### config.mk
export PLATFORM = sky130hd
export DESIGN_NAME = pe_accum_fixed_multi
export DESIGN_NICKNAME = d
export VERILOG_FILES = /design/src/rtl/pe_accum_fixed_multi.sv
export SDC_FILE = /design/constraint.sdc
export NUM_CORES = 1
export LEC_CHECK = 0
export ABC_AREA = 0
export BUFFER_PORTS_ARGS = -buffer_cell sky130_fd_sc_hd__buf_2
export CORE_MARGIN = 5
export CORE_UTILIZATION = 50
export DETAILED_ROUTE_END_ITERATION = 16
export PLACE_DENSITY = 0.75
export SLEW_MARGIN = 20
export SYNTH_ARGS = -nofsm -noshare
export SYNTH_HDL_FRONTEND = slang
export SYNTH_SLANG_ARGS = --single-unit
### constraint.sdc
create_clock -name clock -period 7.25 [get_ports clock]
set_input_delay 0.3625 -clock clock [delete_from_list [all_inputs] [get_ports clock]]
set_output_delay 0.3625 -clock clock [all_outputs]
set_load 0.1 [all_outputs]
### src/rtl/pe_accum_fixed_multi.sv
// Multi-channel saturating fixed-point accumulator with shift/narrow on flush.
// Optional round-half-up at flush is enabled by defining PE_ACCUM_ROUND_EN.
module pe_accum_fixed_multi #(
  parameter int NUM_CHANNELS = 4,
  parameter int DOT_WIDTH    = 16,
  parameter int ACCUM_WIDTH  = 32,
  parameter int RESULT_WIDTH = 16,
  parameter int SHIFT        = 8,
  parameter int IN_DELAY     = 2,
  localparam int CH_W = (NUM_CHANNELS > 1) ? $clog2(NUM_CHANNELS) : 1
) (
  input  logic                           clock,
  input  logic                           reset,
  input  logic                           i_valid,
  input  logic [CH_W-1:0]                i_channel,
  input  logic signed [DOT_WIDTH-1:0]    i_dot_output,
  input  logic                           i_flush,
  input  logic [CH_W-1:0]                i_flush_channel,
  output logic                           o_valid,
  output logic [CH_W-1:0]                o_channel,
  output logic signed [RESULT_WIDTH-1:0] o_result,
  output logic                           o_saturated
);

  localparam int AW = ACCUM_WIDTH;
  localparam int RW = RESULT_WIDTH;

  if (NUM_CHANNELS < 1 || DOT_WIDTH < 1 || ACCUM_WIDTH < DOT_WIDTH ||
      SHIFT < 0 || SHIFT >= ACCUM_WIDTH || RESULT_WIDTH < 2 ||
      RESULT_WIDTH > ACCUM_WIDTH - SHIFT || IN_DELAY < 0) begin : g_bad_params
    $fatal(1, "pe_accum_fixed_multi: illegal parameter combination");
  end

  localparam logic signed [AW:0]   WIDE_MAX = {{(AW-RW+2){1'b0}}, {(RW-1){1'b1}}};
  localparam logic signed [AW:0]   WIDE_MIN = {{(AW-RW+2){1'b1}}, {(RW-1){1'b0}}};
  localparam logic signed [RW-1:0] RES_MAX  = {1'b0, {(RW-1){1'b1}}};
  localparam logic signed [RW-1:0] RES_MIN  = {1'b1, {(RW-1){1'b0}}};
`ifdef PE_ACCUM_ROUND_EN
  localparam int HALF_SH = (SHIFT > 0) ? SHIFT - 1 : 0;
  localparam logic signed [AW:0] ROUND_HALF = (SHIFT > 0) ? ((AW+1)'(1) << HALF_SH) : '0;
`endif

  // Widened by one bit so the rounding offset can never wrap.
  function automatic logic signed [AW:0] scale(input logic signed [AW-1:0] x);
    logic signed [AW:0] w;
    w = {x[AW-1], x};
`ifdef PE_ACCUM_ROUND_EN
    w = w + ROUND_HALF;
`endif
    return w >>> SHIFT;
  endfunction

  function automatic logic out_of_range(input logic signed [AW:0] v);
    return (v > WIDE_MAX) || (v < WIDE_MIN);
  endfunction

  function automatic logic signed [RW-1:0] clamp(input logic signed [AW:0] v);
    if (v > WIDE_MAX) return RES_MAX;
    if (v < WIDE_MIN) return RES_MIN;
    return v[RW-1:0];
  endfunction

  // Stage p0: controls aligned to the incoming dot-product
  logic            vld_p0, fls_p0;
  logic [CH_W-1:0] sch_p0, fch_p0;

  if (IN_DELAY == 0) begin : g_nodly
    assign vld_p0 = i_valid;
    assign fls_p0 = i_flush;
    assign sch_p0 = i_channel;
    assign fch_p0 = i_flush_channel;
  end else begin : g_dly
    logic [IN_DELAY-1:0] vld_sr, fls_sr;
    logic [CH_W-1:0]     sch_sr [IN_DELAY];
    logic [CH_W-1:0]     fch_sr [IN_DELAY];

    always_ff @(posedge clock) begin
      if (reset) begin
        vld_sr <= '0;
        fls_sr <= '0;
      end else begin
        vld_sr[0] <= i_valid;
        fls_sr[0] <= i_flush;
        for (int k = 1; k < IN_DELAY; k++) begin
          vld_sr[k] <= vld_sr[k-1];
          fls_sr[k] <= fls_sr[k-1];
        end
      end
    end

    always_ff @(posedge clock) begin
      sch_sr[0] <= i_channel;
      fch_sr[0] <= i_flush_channel;
      for (int k = 1; k < IN_DELAY; k++) begin
        sch_sr[k] <= sch_sr[k-1];
        fch_sr[k] <= fch_sr[k-1];
      end
    end

    assign vld_p0 = vld_sr[IN_DELAY-1];
    assign fls_p0 = fls_sr[IN_DELAY-1];
    assign sch_p0 = sch_sr[IN_DELAY-1];
    assign fch_p0 = fch_sr[IN_DELAY-1];
  end

  logic signed [AW-1:0]    accum [NUM_CHANNELS];
  logic [NUM_CHANNELS-1:0] pos_sat, neg_sat;

  logic signed [AW-1:0] s_acc, f_acc, fin_acc;
  logic signed [AW:0]   s_sum, scaled;
  logic                 s_hit, s_pos, s_neg, s_ovf, s_unf, s_pos_n, s_neg_n;
  logic                 f_hit, f_pos, f_neg, fin_pos, fin_neg, same_ch;
  logic signed [RW-1:0] res;
  logic                 res_sat;

  // Channel selection by compare so out-of-range codes never alias a channel.
  always_comb begin
    s_acc = '0;
    s_pos = 1'b0;
    s_neg = 1'b0;
    s_hit = 1'b0;
    f_acc = '0;
    f_pos = 1'b0;
    f_neg = 1'b0;
    f_hit = 1'b0;
    for (int i = 0; i < NUM_CHANNELS; i++) begin
      if (sch_p0 == CH_W'(i)) begin
        s_acc = accum[i];
        s_pos = pos_sat[i];
        s_neg = neg_sat[i];
        s_hit = vld_p0;
      end
      if (fch_p0 == CH_W'(i)) begin
        f_acc = accum[i];
        f_pos = pos_sat[i];
        f_neg = neg_sat[i];
        f_hit = fls_p0;
      end
    end
  end

  always_comb begin
    s_sum   = {s_acc[AW-1], s_acc} +
              {{(AW+1-DOT_WIDTH){i_dot_output[DOT_WIDTH-1]}}, i_dot_output};
    s_ovf   = ~s_sum[AW] &  s_sum[AW-1];
    s_unf   =  s_sum[AW] & ~s_sum[AW-1];
    s_pos_n = s_pos | (s_ovf & ~s_neg);
    s_neg_n = s_neg | (s_unf & ~s_pos);
    same_ch = s_hit && (sch_p0 == fch_p0);
    fin_acc = same_ch ? s_sum[AW-1:0] : f_acc;
    fin_pos = same_ch ? s_pos_n : f_pos;
    fin_neg = same_ch ? s_neg_n : f_neg;
    scaled  = scale(fin_acc);
    if (fin_pos) begin
      res     = RES_MAX;
      res_sat = 1'b1;
    end else if (fin_neg) begin
      res     = RES_MIN;
      res_sat = 1'b1;
    end else begin
      res     = clamp(scaled);
      res_sat = out_of_range(scaled);
    end
  end

  // Flush clears a channel even when it also receives the same-cycle sample.
  always_ff @(posedge clock) begin
    if (reset) begin
      for (int i = 0; i < NUM_CHANNELS; i++) accum[i] <= '0;
      pos_sat <= '0;
      neg_sat <= '0;
    end else begin
      for (int i = 0; i < NUM_CHANNELS; i++) begin
        if (f_hit && fch_p0 == CH_W'(i)) begin
          accum[i]   <= '0;
          pos_sat[i] <= 1'b0;
          neg_sat[i] <= 1'b0;
        end else if (s_hit && sch_p0 == CH_W'(i)) begin
          accum[i]   <= s_sum[AW-1:0];
          pos_sat[i] <= s_pos_n;
          neg_sat[i] <= s_neg_n;
        end
      end
    end
  end

  // Stage p1: registered result, held between pulses
  always_ff @(posedge clock) begin
    if (reset) begin
      o_valid     <= 1'b0;
      o_channel   <= '0;
      o_result    <= '0;
      o_saturated <= 1'b0;
    end else begin
      o_valid <= f_hit;
      if (f_hit) begin
        o_channel   <= fch_p0;
        o_result    <= res;
        o_saturated <= res_sat;
      end
    end
  end

endmodule

# Yosys cells after proc, flatten, opt, wreduce, memory -nomap -nowiden
# Memory sizes are Yosys's and may differ from the RTL's.
# Index checks and enable logic that the tools add are counted.
op_classes:
  addsub: 1
  order_cmp: 2
  eq_ne: 7
  mux: 88
  bitwise_logic: 18
  n_reduce_logical: 16
ops:
  columns: ["op", "n"]
  rows:
  - ["32-bit two-way mux", 17]
  - ["16-bit two-way mux", 6]
  - ["1-bit two-way mux", 65]
  - ["32-bit by 16-bit adder with 33-bit output", 1]
  - ["24-bit by 16-bit greater-than comparator with 1-bit output (second input constant)", 1]
  - ["24-bit by 16-bit < comparator with 1-bit output (second input constant)", 1]
  - ["1-bit OR", 10]
  - ["1-bit logical AND", 9]
  - ["2-bit equality test (second input constant)", 4]
  - ["2-bit OR reduction", 4]
  - ["1-bit bitwise AND", 4]
  - ["2-bit by 1-bit equality test with 1-bit output (second input constant)", 2]
  - ["2-bit logical NOT", 2]
  - ["1-bit NOT", 4]
  - ["2-bit equality test", 1]
  - ["1-bit logical OR", 1]
totals:
  register_bits: 32
  mem_bits_rw: 136
  in_bits: 24
  out_inout_bits: 20
  mem_count: 3
mem_list:
  columns: ["memory", "depth", "word_bits", "rd", "rd_ports_with_merged_regs", "wr", "line_no", "rtl"]
  rows:
  - ["accum", 4, 32, 4, 0, 4, "106", "logic signed [AW-1:0] accum [NUM_CHANNELS];"]
  - ["g_dly.fch_sr", 2, 2, 2, 0, 2, "75", "logic [CH_W-1:0] fch_sr [IN_DELAY];"]
  - ["g_dly.sch_sr", 2, 2, 2, 0, 2, "74", "logic [CH_W-1:0] sch_sr [IN_DELAY];"]

# Depth between registers and ports, before layout
# Gate-level depths: netlist of the first run.
logic_depth:
  word_depth: 20
  ltp_mapped: 18
  mapped_depth_nobuf: 14

# Least setup slack after synthesis of the first run
# Ideal clock, no wire load.
synth_path:
  path_kind: "reg-to-reg"
  startpoint: "memory g_dly.sch_sr[0][2] (netlist bit)"
  endpoint: "register o_result[1]"
  arrival_ns: 4.829
  slack_ns: 2.355
  stages_incl_launch_ff: 18
  n_path_buf: 5
  period_less_slack_ns: 4.895
  path_cell_list: "dfxtp_1 -> buf_1 -> buf_1 -> mux4_2 -> ha_1 -> buf_2 -> a21oi_1 -> o211a_1 -> a211oi_1 -> or3_1 -> buf_4 -> o211ai_1 -> nand4_4 -> o41a_1 -> o41ai_4 -> buf_6 -> nand2_1 -> a21oi_2"
synth_lines:
  columns: ["item", "line_no", "rtl"]
  rows:
  - ["start: declaration", "74", null]
  - ["end signal: assignment", "198", "o_result <= res;"]
  - ["end: declaration", "21", "output logic signed [RESULT_WIDTH-1:0] o_result,"]

==> key figures, run 1 <==
Run status
  – Status: finished clean

Final layout
  – Most frequent cells in the layout: nor2_1 (174), edfxtp_1 (128), nand2_1 (73), mux4_2 (60)
  – Area growth from synthesis to layout: 10.8%
  – Final nets: 935
  – Most common cell after layout, fill and taps aside: nor2_1
  – Diode count: 0
  – Layout cells sized above 1: 19.8%

Critical path
  – Crit Path Category: flop to flop
  – Crit. End Element: flop
  – Worst stage delay on the critical path: 0.96 ns
  – Worst setup path start: g_dly.sch_sr[0][3]
  – Crit path capture: o_result[13]
  – Arr. time, crit path: 5.66 ns
  – Top fanout value on the critical path: 32
  – R2R Setup Slk: roughly 2.0 ns
  – Worst path cell trace: mux4_2 > ha_1 > a211oi_1 > o211ai_1 > a31o_2 > a211oi_2 > o21ai_1 > xnor2_1 > o41a_1 > o41ai_4 > nand2_1 > a21oi_2
  – Family with the most delay on the worst path: compound AO/OA/AOI/OAI gates
  – FF-to-FF End: o_result[13]
  – CP startpoint kind: flop
  – Critical-path top delay cell: dfxtp_2
  – R2R cell count: 12
  – CP bufs+invs: 0
  – Critical path depth: 12
  – Critical R2R Launch: g_dly.sch_sr[0][3]
  – Worst endpoint required time: roughly 7.6 ns

Yosys
  – Distinct cells, synth: 64
  – Area leader, netlist: edfxtp_1
  – Yosys synthesis warning count: 0
  – Top cell type's share of synthesized area: 40.3%
  – Mapped Nets: slightly above 900
  – Synthesized flop and latch total: between 150 and 200
  – Cell Area, Synth: 9540 um^2
  – Post-synth EDFFs: 128
  – Mean Syn Cell Area: about 11 um^2
  – Top post-synthesis cells by area: edfxtp_1 (40%), mux4_2 (14%), dfxtp_1 (8.4%), nor2_1 (6.8%), ha_1 (4.3%)
  – Register area share after synthesis: 48.7%
  – Top_reg_cell synth: edfxtp_1
  – Post-synthesis async set-or-reset flop share: 0%
  – Gate Count Post-Synth: 854

Timing
  – Minimum clock period: 5.29 ns
  – Final Hold Fails: 0
  – Final Skew: 0.00990 ns
  – Worst-Margin Slew: 0.969 ns
  – Setup TNS: 0 ns
  – Slew Limit Fails: 0
  – Setup-failing EPs final: 0
  – Min setup slack post-route: 1.96 ns
  – RSZ-0062 raised after global routing: false
  – Slew HR: 35.2%
  – Period utilization: about 73%
  – Maximum clock rate: between 150 and 200 MHz

Power
  – Pwr dens: roughly 240 nW/um^2
  – Power share of the clock group: between 30% and 40%
  – Switching Share: 30.1%
  – Leakage: 4.03 nW
  – Seq pwr share: 43.0%
  – Worst ir drop on vdd: 0.207 mV
  – Psw: a little under 0.8 mW
  – Logic pwr share: 21.0%
  – Internal power: 1.80 mW

Route
  – Drt first pass iters: 5
  – Vias per inst: 6.20
  – Routed wire length: around 23,000 um
  – Starting DRT DRC Count: ~550
  – Mean routed wirelength per cell: between 20 and 25 um
  – Vias post-DR: between 6,000 and 7,000
  – Final ANT Viol Nets: 0
  – # DRC: 0

Clock network
  – Clock Latency Late Sink: 0.44 ns
  – Resize count post-CTS: 0
  – # clock sinks: 168
  – Hold buffer count at CTS: 0
  – Total CTS buffers: 17
  – CTS max path bufs: 2
  – Post-CTS setup buffer count: 0
  – CTS tree: built
  – H-tree depth: 4
  – Clock slew at reported path FFs: 0.06 ns
  – CTS Root Cell: clkbuf_16

Floorplanning
  – I/O pin total: 44
  – Core area: around 19,000 um^2
  – Cell Rows: 50
  – Die width: 148 um
  – Starting Density: 50.8%
  – Die H: 148 um
  – DIE AREA: 21,900 um^2

GRT
  – Number of global-route vias before repair: 6,932
  – Largest net degree at the start of global routing: 43
  – GR Util All Layers: a little over a fifth
  – Global-route wire length before repair: 36,600 um
  – Initial antenna violation count: 0
  – Final global-route overflow total: 0

Place
  – Worst slack, placed: between 1.5 and 2 ns
  – Routability Congestion: 0.955
  – Port Buf Inserts: 43
  – DP Wirelength: 15,200 um

Job
  – MaxCap Viol Count: 0

Worst hold path
  – Hold Crit Class: input pin to flop
-- power groups by stage --
stage	clock [mW]	combinational (mW)	sequential, mW
after CTS	0.936	0.534	1.11
final	0.927	0.539	1.11
after global placement	0	0.525	1.12
after floorplan	0	0.369	1.16
after detailed placement	0	0.529	1.13
after global routing	0.984	0.584	1.11
-- registers in the layout, summed over array words and instances, names as in the netlist --
name / count
pos_sat: 4
g_dly.vld_sr: 2
accum: 128
g_dly.fch_sr: 4
o_result: 16
g_dly.sch_sr: 4
o_saturated: 1
neg_sat: 4
o_valid: 1
o_channel: 2
g_dly.fls_sr: 2
-- kinds of logic (layout without fill, tap and decap cells) --
kind of cell | after synthesis | after routing | synth area share (%)
xor gates and xnor gates | 30 | 30 | 2.75
adders and majority gates | 34 | 34 | 4.54
and+or+nand+nor | 330 | 330 | 15.3
DFF | 168 | 168 | 48.7
buffers and inverters | 70 | 106 | 2.94
muxes | 61 | 61 | 14.3
AOI/OAI and AO/OA | 161 | 161 | 11.5
-- worst min path at each step --
stage	from	to	slack, ns	depth (start not counted)
after floorplan	g_dly.fch_sr[0][0]	g_dly.fch_sr[0][2]	0.31	0
after global placement	g_dly.fch_sr[0][0]	g_dly.fch_sr[0][2]	0.31	0
after detailed placement	g_dly.sch_sr[0][1]	g_dly.sch_sr[0][3]	0.31	0
after CTS	i_channel[0]	g_dly.sch_sr[0][0]	0.01	1
after global routing	i_channel[0]	g_dly.sch_sr[0][0]	0.01	1
final	i_channel[0]	g_dly.sch_sr[0][0]	0.02	1
-- through the flow --
step                      total power [mW]  utilization, %  hold slack, ns  cell area (um^2)  cells
after floorplan                       1.53               -           0.310              9540    854
after global placement                1.65            53.0           0.311              9940   1091
after detailed placement              1.66            53.0           0.312              9940   1091
after CTS                             2.58            56.2          0.0123             10600   1123
after global routing                  2.68            56.3          0.0110             10600   1124
final                                 2.57            56.3          0.0233             10600   1124
-- cell usage after synthesis, types with 2 or more instances --
library cell / count
a211o_1: 4
a211oi_1: 3
a21o_1: 6
a21oi_1: 41
a21oi_2: 10
a311oi_1: 3
a31o_2: 2
a31oi_1: 5
and2_1: 3
and3_1: 3
buf_1: 8
buf_2: 5
clkbuf_1: 37
dfxtp_1: 40
edfxtp_1: 128
ha_1: 33
inv_1: 18
mux4_2: 60
nand2_1: 73
nand2b_1: 6
nand3_1: 4
nand4_1: 11
nor2_1: 174
nor2b_1: 8
nor3_1: 13
nor4_1: 3
o211a_1: 2
o211ai_1: 6
o21a_1: 7
o21ai_0: 43
o21ai_1: 3
o21bai_1: 4
o221ai_1: 2
o22ai_1: 2
o311a_1: 2
o41a_1: 2
or2_2: 2
or3_1: 23
or4_1: 2
xnor2_1: 17
xor2_1: 13
-- layer usage --
layer	up-vias	track usage (%)	share of wire [%]
met5	-	0	0
met4	0	6.24	1.8
met3	34	4.63	7.4
met2	260	34.9	49
met1	3445	29.4	42
li1	3230	-	-
-- area by class of cell --
type,count,area [um^2]
fill,1589,8200
sequential,168,4650
multi-input combinational,616,4630
clock buffer,23,544
timing repair buffer,56,317
tap,234,293
clock inverter,9,70.1
inverter,18,67.6
Power figures use the tool's default switching activity.
==> run 2, diff against run 1 <==
Settings changed: PLACE_DENSITY 0.75 to 0.78.
Clock period 7.25 ns to 4.6 ns, I/O delays scaled along.
==> run 2 against run 1 <==
  * Routed wire length grew 5.5%
  * Via count grew 2.2%
  * Clock power grew 41%
  * Design area grew 2.1%
  * Non-clock buffer count grew 24
  * Utilization grew 1.2 points
  * Final cell count grew 2.1%
  * Register-to-register slack lost 1.8 ns
  * Maximum frequency grew 19%
==> key figures, run 2 (same netlist as run 1, synthesis figures left out) <==
Place
  – Port Buf Inserts: 43 (unchanged)
  – Routability Congestion: 0.971 (was 0.955)
  – Worst slack, placed: 0.124 ns (was 1.83 ns)
  – DP Wirelength: 16,500 um (was 15,200 um)

Floorplanning
  – Die width: 148 um (unchanged)
  – Cell Rows: 50 (unchanged)
  – Core area: 18,800 um^2 (unchanged)
  – DIE AREA: 21,900 um^2 (unchanged)
  – Die H: 148 um (unchanged)
  – I/O pin total: 44 (unchanged)
  – Starting Density: 50.8% (unchanged)

Timing
  – Period utilization: 96.3% (was 72.9%)
  – Slew HR: 40.5% (was 35.2%)
  – Min setup slack post-route: 0.171 ns (was 1.96 ns)
  – Maximum clock rate: 226 MHz (was 189 MHz)
  – RSZ-0062 raised after global routing: false (unchanged)
  – Minimum clock period: 4.43 ns (was 5.29 ns)
  – Setup-failing EPs final: 0 (unchanged)
  – Slew Limit Fails: 0 (unchanged)
  – Worst-Margin Slew: 0.891 ns (was 0.969 ns)
  – Final Skew: 0.00873 ns (was 0.00990 ns)
  – Setup TNS: 0 ns (unchanged)
  – Final Hold Fails: 0 (unchanged)

Critical path
  – Worst stage delay on the critical path: 0.52 ns (was 0.96 ns)
  – CP bufs+invs: 3 (was 0)
  – CP startpoint kind: flop (unchanged)
  – Crit. End Element: flop (unchanged)
  – Top fanout value on the critical path: 16 (was 32)
  – Worst endpoint required time: 4.96 ns (was 7.62 ns)
  – Worst path cell trace: buf_12 > buf_4 > mux4_2 > ha_2 > nand2_1 > or3_1 > or3_1 > o221ai_1 > nand3b_1 > o311a_1 > o41a_1 > o41ai_4 > buf_6 > nand2_1 > a21oi_1 (was mux4_2 > ha_1 > a211oi_1 > o211ai_1 > a31o_2 > a211oi_2 > o21ai_1 > xnor2_1 > o41a_1 > o41ai_4 > nand2_1 > a21oi_2)
  – Family with the most delay on the worst path: compound AO/OA/AOI/OAI gates (unchanged)
  – Critical-path top delay cell: mux4_2 (was dfxtp_2)
  – Crit Path Category: flop to flop (unchanged)
  – Arr. time, crit path: 4.79 ns (was 5.66 ns)

Power
  – Pwr dens: 368 nW/um^2 (was 243 nW/um^2)
  – Leakage: 4.13 nW (was 4.03 nW)
  – Worst ir drop on vdd: 0.364 mV (was 0.207 mV)

GRT
  – Global-route wire length before repair: 38,400 um (was 36,600 um)
  – Largest net degree at the start of global routing: 42 (was 43)
  – Final global-route overflow total: 0 (unchanged)
  – GR Util All Layers: 22.6% (was 21.5%)
  – Number of global-route vias before repair: 7,125 (was 6,932)
  – Initial antenna violation count: 1 (was 0)

Final layout
  – Area growth from synthesis to layout: 13.1% (was 10.8%)
  – Diode count: 0 (unchanged)
  – Layout cells sized above 1: 22.1% (was 19.8%)
  – Register bank with the most flops: accum (unchanged)
  – Most common cell after layout, fill and taps aside: nor2_1 (unchanged)
  – Top Registers: accum (128), o_result (16) (unchanged)
  – Most frequent cells in the layout: nor2_1 (173), edfxtp_1 (128), nand2_1 (73), mux4_2 (60), buf_2 (43) (was nor2_1 (174), edfxtp_1 (128), nand2_1 (73), mux4_2 (60))
  – Final nets: 959 (was 935)
  – Fillcell total: 1,538 (was 1,589)
  – Max FFs per register: 128 (unchanged)

Route
  – Starting DRT DRC Count: 799 (was 554)
  – Final ANT Viol Nets: 0 (unchanged)
  – Routed wire length: 24,200 um (was 22,900 um)
  – Drt first pass iters: 5 (unchanged)
  – Vias post-DR: 7,120 (was 6,969)
  – Mean routed wirelength per cell: 21.1 um (was 20.4 um)
  – Vias per inst: 6.20 (about the same)
  – # DRC: 0 (unchanged)

Job
  – MaxCap Viol Count: 0 (unchanged)

Clock network
  – Total CTS buffers: 17 (unchanged)
  – # clock sinks: 168 (unchanged)
  – Clock Latency Late Sink: 0.44 ns (about the same)
  – CTS Root Cell: clkbuf_16 (unchanged)
  – Clock slew at reported path FFs: 0.07 ns (was 0.06 ns)
  – CTS max path bufs: 2 (unchanged)
  – CTS tree: built (unchanged)
  – H-tree depth: 4 (unchanged)

Worst hold path
  – Hold Crit Class: input pin to flop (unchanged)

Run status
  – Status: finished clean (unchanged)
[run 2: changes by cell type in the layout (fill, tap and decap cells not counted), sizes merged]
cell / before / now
dlygate4sd3: 0 / 5
clkinv: 4 / 8
buf: 56 / 74
clkinvlp: 0 / 2
inv: 23 / 22
clkbuf: 23 / 19
[run 2: worst paths after layout]
check | startpoint | endpoint | slack [ns] | depth (start not counted)
max reg2reg | g_dly.sch_sr[0][2] | o_result[8] | 0.17 | 15
min | i_flush | g_dly.fls_sr[0] | 0.02 | 2
min reg2reg | g_dly.fch_sr[0][1] | g_dly.fch_sr[0][3] | 0.33 | 0
max | g_dly.sch_sr[0][2] | o_result[8] | 0.17 | 15
[run 2: where the power goes]
group          switching [mW]  total, mW  internal (mW)
Sequential             0.0320       1.74           1.70
Clock                   0.618       1.31          0.692
Combinational           0.595      0.928          0.333
[run 2: what timing repair did]
action	4_1_cts	5_1_grt
hold buffers	5	0
setup buffers	0	0
gates resized for setup	0	15
setup endpoints to repair	0	16
endpoints found under the hold margin	5	0
[run 2: area by class of cell]
class	count	area [um^2]	area share [%]
Multi-Input combinational cell	616	4690	43.4
Sequential cell	168	4650	43.1
Timing Repair Buffer	80	564	5.23
Clock buffer	18	429	3.98
Tap cell	234	293	2.71
Clock inverter	14	98.8	0.916
Inverter	18	67.6	0.626
[run 2: per-layer routing]
metal  track usage [%]  vias up  share of wire, %
met5                 0        -             0.054
met4              7.02        2               1.7
met3              5.00       43               8.8
met2              35.9      287                47
met1              31.4     3518                42
li1                  -     3270                 -
[run 2: metrics by stage]
stage | area, um^2 | power (mW) | utilization (%) | hold WS, ns | std cells
5_1_grt | 10800 | 4.13 | 57.5 | 0.0681 | 1148
3_3_place_gp | 10100 | 2.65 | 53.9 | 0.312 | 1110
4_1_cts | 10700 | 3.95 | 57.0 | 0.0158 | 1147
3_5_place_dp | 10100 | 2.66 | 53.9 | 0.315 | 1110
6_report | 10800 | 3.97 | 57.5 | 0.0154 | 1148
2_1_floorplan | 9540 | 2.41 | - | 0.258 | 854
==> run 3, diff against run 2 <==
Settings changed: CORE_MARGIN 5 to default, PLACE_DENSITY 0.78 to 0.67.
==> run 3 against run 2 <==
  * Sequential share of layout area decreased by 0.62 points
  * Clock-buffer cell count did not move
  * Routed wire length grew 0.92%
  * Non-clock buffer count rose by 19
  * First-iteration DRC count fell by 29%
  * Clock skew rose by 0.0030 ns
  * Die area shrank 11%
  * Global-route usage rose by 3.6 points
  * Clock power rose by 11%
  * Critical path type unchanged
  * Critical endpoint unchanged
==> key figures, run 3 (same netlist as run 1, synthesis figures left out) <==
Final layout
  – Register bank with the most flops: accum (unchanged)
  – Final nets: 978 (was 959)
  – Most common cell after layout, fill and taps aside: nor2_1 (unchanged)
  – Layout Utilization: 58.5% (was 57.5%)
  – Diode count: 0 (unchanged)
  – Area growth from synthesis to layout: 14.7% (was 13.1%)
  – Max FFs per register: 128 (unchanged)
  – Layout cells sized above 1: 22.8% (was 22.1%)
  – Top Registers: accum (128), o_result (16) (unchanged)
  – Most frequent cells in the layout: nor2_1 (173), edfxtp_1 (128), nand2_1 (73), mux4_2 (60), buf_4 (46) (was nor2_1 (173), edfxtp_1 (128), nand2_1 (73), mux4_2 (60), buf_2 (43))
  – Final Non-Filler Cells: 1,167 (was 1,148)
  – Post-route design area: 10,900 um^2 (was 10,800 um^2)

Floorplanning
  – Die width: 140 um (was 148 um)
  – Core area: 18,700 um^2 (was 18,800 um^2)
  – Die H: 140 um (was 148 um)
  – Starting Density: 51.0% (was 50.8%)
  – DIE AREA: 19,600 um^2 (was 21,900 um^2)
  – I/O pin total: 44 (unchanged)
  – Cell Rows: 50 (unchanged)

Clock network
  – Post-CTS setup buffer count: 0 (unchanged)
  – Clock slew at reported path FFs: 0.07 ns (about the same)
  – Clock Latency Late Sink: 0.44 ns (about the same)
  – CTS max path bufs: 2 (unchanged)
  – # clock sinks: 168 (unchanged)
  – CTS tree: built (unchanged)
  – Total CTS buffers: 17 (unchanged)
  – H-tree depth: 4 (unchanged)
  – CTS Root Cell: clkbuf_16 (unchanged)

GRT
  – Initial antenna violation count: 0 (was 1)
  – GR Util All Layers: 26.2% (was 22.6%)
  – Global-route wire length before repair: 38,500 um (was 38,400 um)
  – Final global-route overflow total: 0 (unchanged)
  – Largest net degree at the start of global routing: 42 (unchanged)
  – Number of global-route vias before repair: 7,067 (was 7,125)

Route
  – Starting DRT DRC Count: 565 (was 799)
  – Drt first pass iters: 5 (unchanged)
  – Final ANT Viol Nets: 0 (unchanged)
  – Vias per inst: 6.11 (was 6.20)
  – Routed wire length: 24,400 um (was 24,200 um)
  – Vias post-DR: 7,126 (was 7,120)
  – Mean routed wirelength per cell: 20.9 um (was 21.1 um)
  – # DRC: 0 (unchanged)

Critical path
  – Arr. time, crit path: 4.78 ns (was 4.79 ns)
  – CP startpoint kind: flop (unchanged)
  – R2R Setup Slk: 0.19 ns (was 0.17 ns)
  – Top fanout value on the critical path: 17 (was 16)
  – Crit. End Element: flop (unchanged)
  – Crit Path Category: flop to flop (unchanged)
  – Worst endpoint required time: 4.97 ns (was 4.96 ns)

Timing
  – Worst-Margin Slew: 1.04 ns (was 0.891 ns)
  – Final Hold Fails: 0 (unchanged)
  – RSZ-0062 raised after global routing: false (unchanged)
  – Minimum clock period: 4.41 ns (was 4.43 ns)
  – Maximum clock rate: 227 MHz (was 226 MHz)
  – Period utilization: 95.9% (was 96.3%)
  – Slew HR: 30.3% (was 40.5%)
  – Setup TNS: 0 ns (unchanged)
  – Min setup slack post-route: 0.187 ns (was 0.171 ns)
  – Worst hold slack: 0.283 ns (was 0.0154 ns)
  – Final Skew: 0.0118 ns (was 0.00873 ns)
  – Setup-failing EPs final: 0 (unchanged)
  – Slew Limit Fails: 0 (unchanged)

Place
  – Routability Congestion: 0.962 (was 0.971)
  – Dpl cells: 1,129 (was 1,110)
  – Port Buf Inserts: 43 (unchanged)
  – DP Wirelength: 16,200 um (was 16,500 um)
  – Worst slack, placed: 0.204 ns (was 0.124 ns)
  – Area after DPL: 10,300 um^2 (was 10,100 um^2)

Job
  – MaxCap Viol Count: 0 (unchanged)

Power
  – Overall power: 4.14 mW (was 3.97 mW)
  – Leakage: 4.23 nW (was 4.13 nW)
  – Pwr dens: 378 nW/um^2 (was 368 nW/um^2)
  – Worst ir drop on vdd: 0.345 mV (was 0.364 mV)

Worst hold path
  – Hold Crit Class: input pin to flop (unchanged)

Run status
  – Status: finished clean (unchanged)
run 3: path summary, 6_finish.rpt:
check                     start            endpoint  cells after the start
max          g_dly.sch_sr[0][2]         o_result[8]                     14
min reg2reg  g_dly.fch_sr[0][0]  g_dly.fch_sr[0][2]                      0
max reg2reg  g_dly.sch_sr[0][2]         o_result[8]                     14
min                       reset     g_dly.vld_sr[0]                      2
run 3: layout make-up:
class                      instances  area [um^2]
tap                              234          293
multi-input combinational        616         4650
inverter                          18         67.6
fill                            1548         7760
sequential                       168         4650
clock buffer                      18          429
clock inverter                    14          160
timing repair buffer              99          701
run 3: power by group:
| group | internal [mW] | switching (mW) | leakage, nW |
|---|---|---|---|
| registers | 1.70 | 0.0308 | 1.66 |
| clock network | 0.815 | 0.642 | 0.293 |
| logic | 0.351 | 0.600 | 2.28 |
| total | 2.87 | 1.27 | 4.23 |
run 3: worst max-delay path: stages (launching register included):
cell and delay, ns:
dfxtp_2 0.37, buf_12 0.21, mux4_2 0.53, ha_1 0.44
nand4_1 0.16, or3_1 0.44, or3_1 0.36, o221ai_1 0.30
nand3b_1 0.13, o311a_1 0.13, o41a_1 0.36, o41ai_4 0.50
buf_12 0.20, nand2_1 0.06, a21oi_1 0.16
run 3: timing repair:
action	in CTS	in global routing
resized for setup	0	5
hold buffers	6	0
hold endpoints to repair	6	0
setup endpoints to repair	0	16
run 3: routing by layer:
metal	track usage [%]	up-vias	wire length [um]
met1	35.3	3494	10400
met5	0	-	0
met3	4.72	34	1770
met4	7.69	0	462
li1	-	3313	-
met2	43.4	285	11700
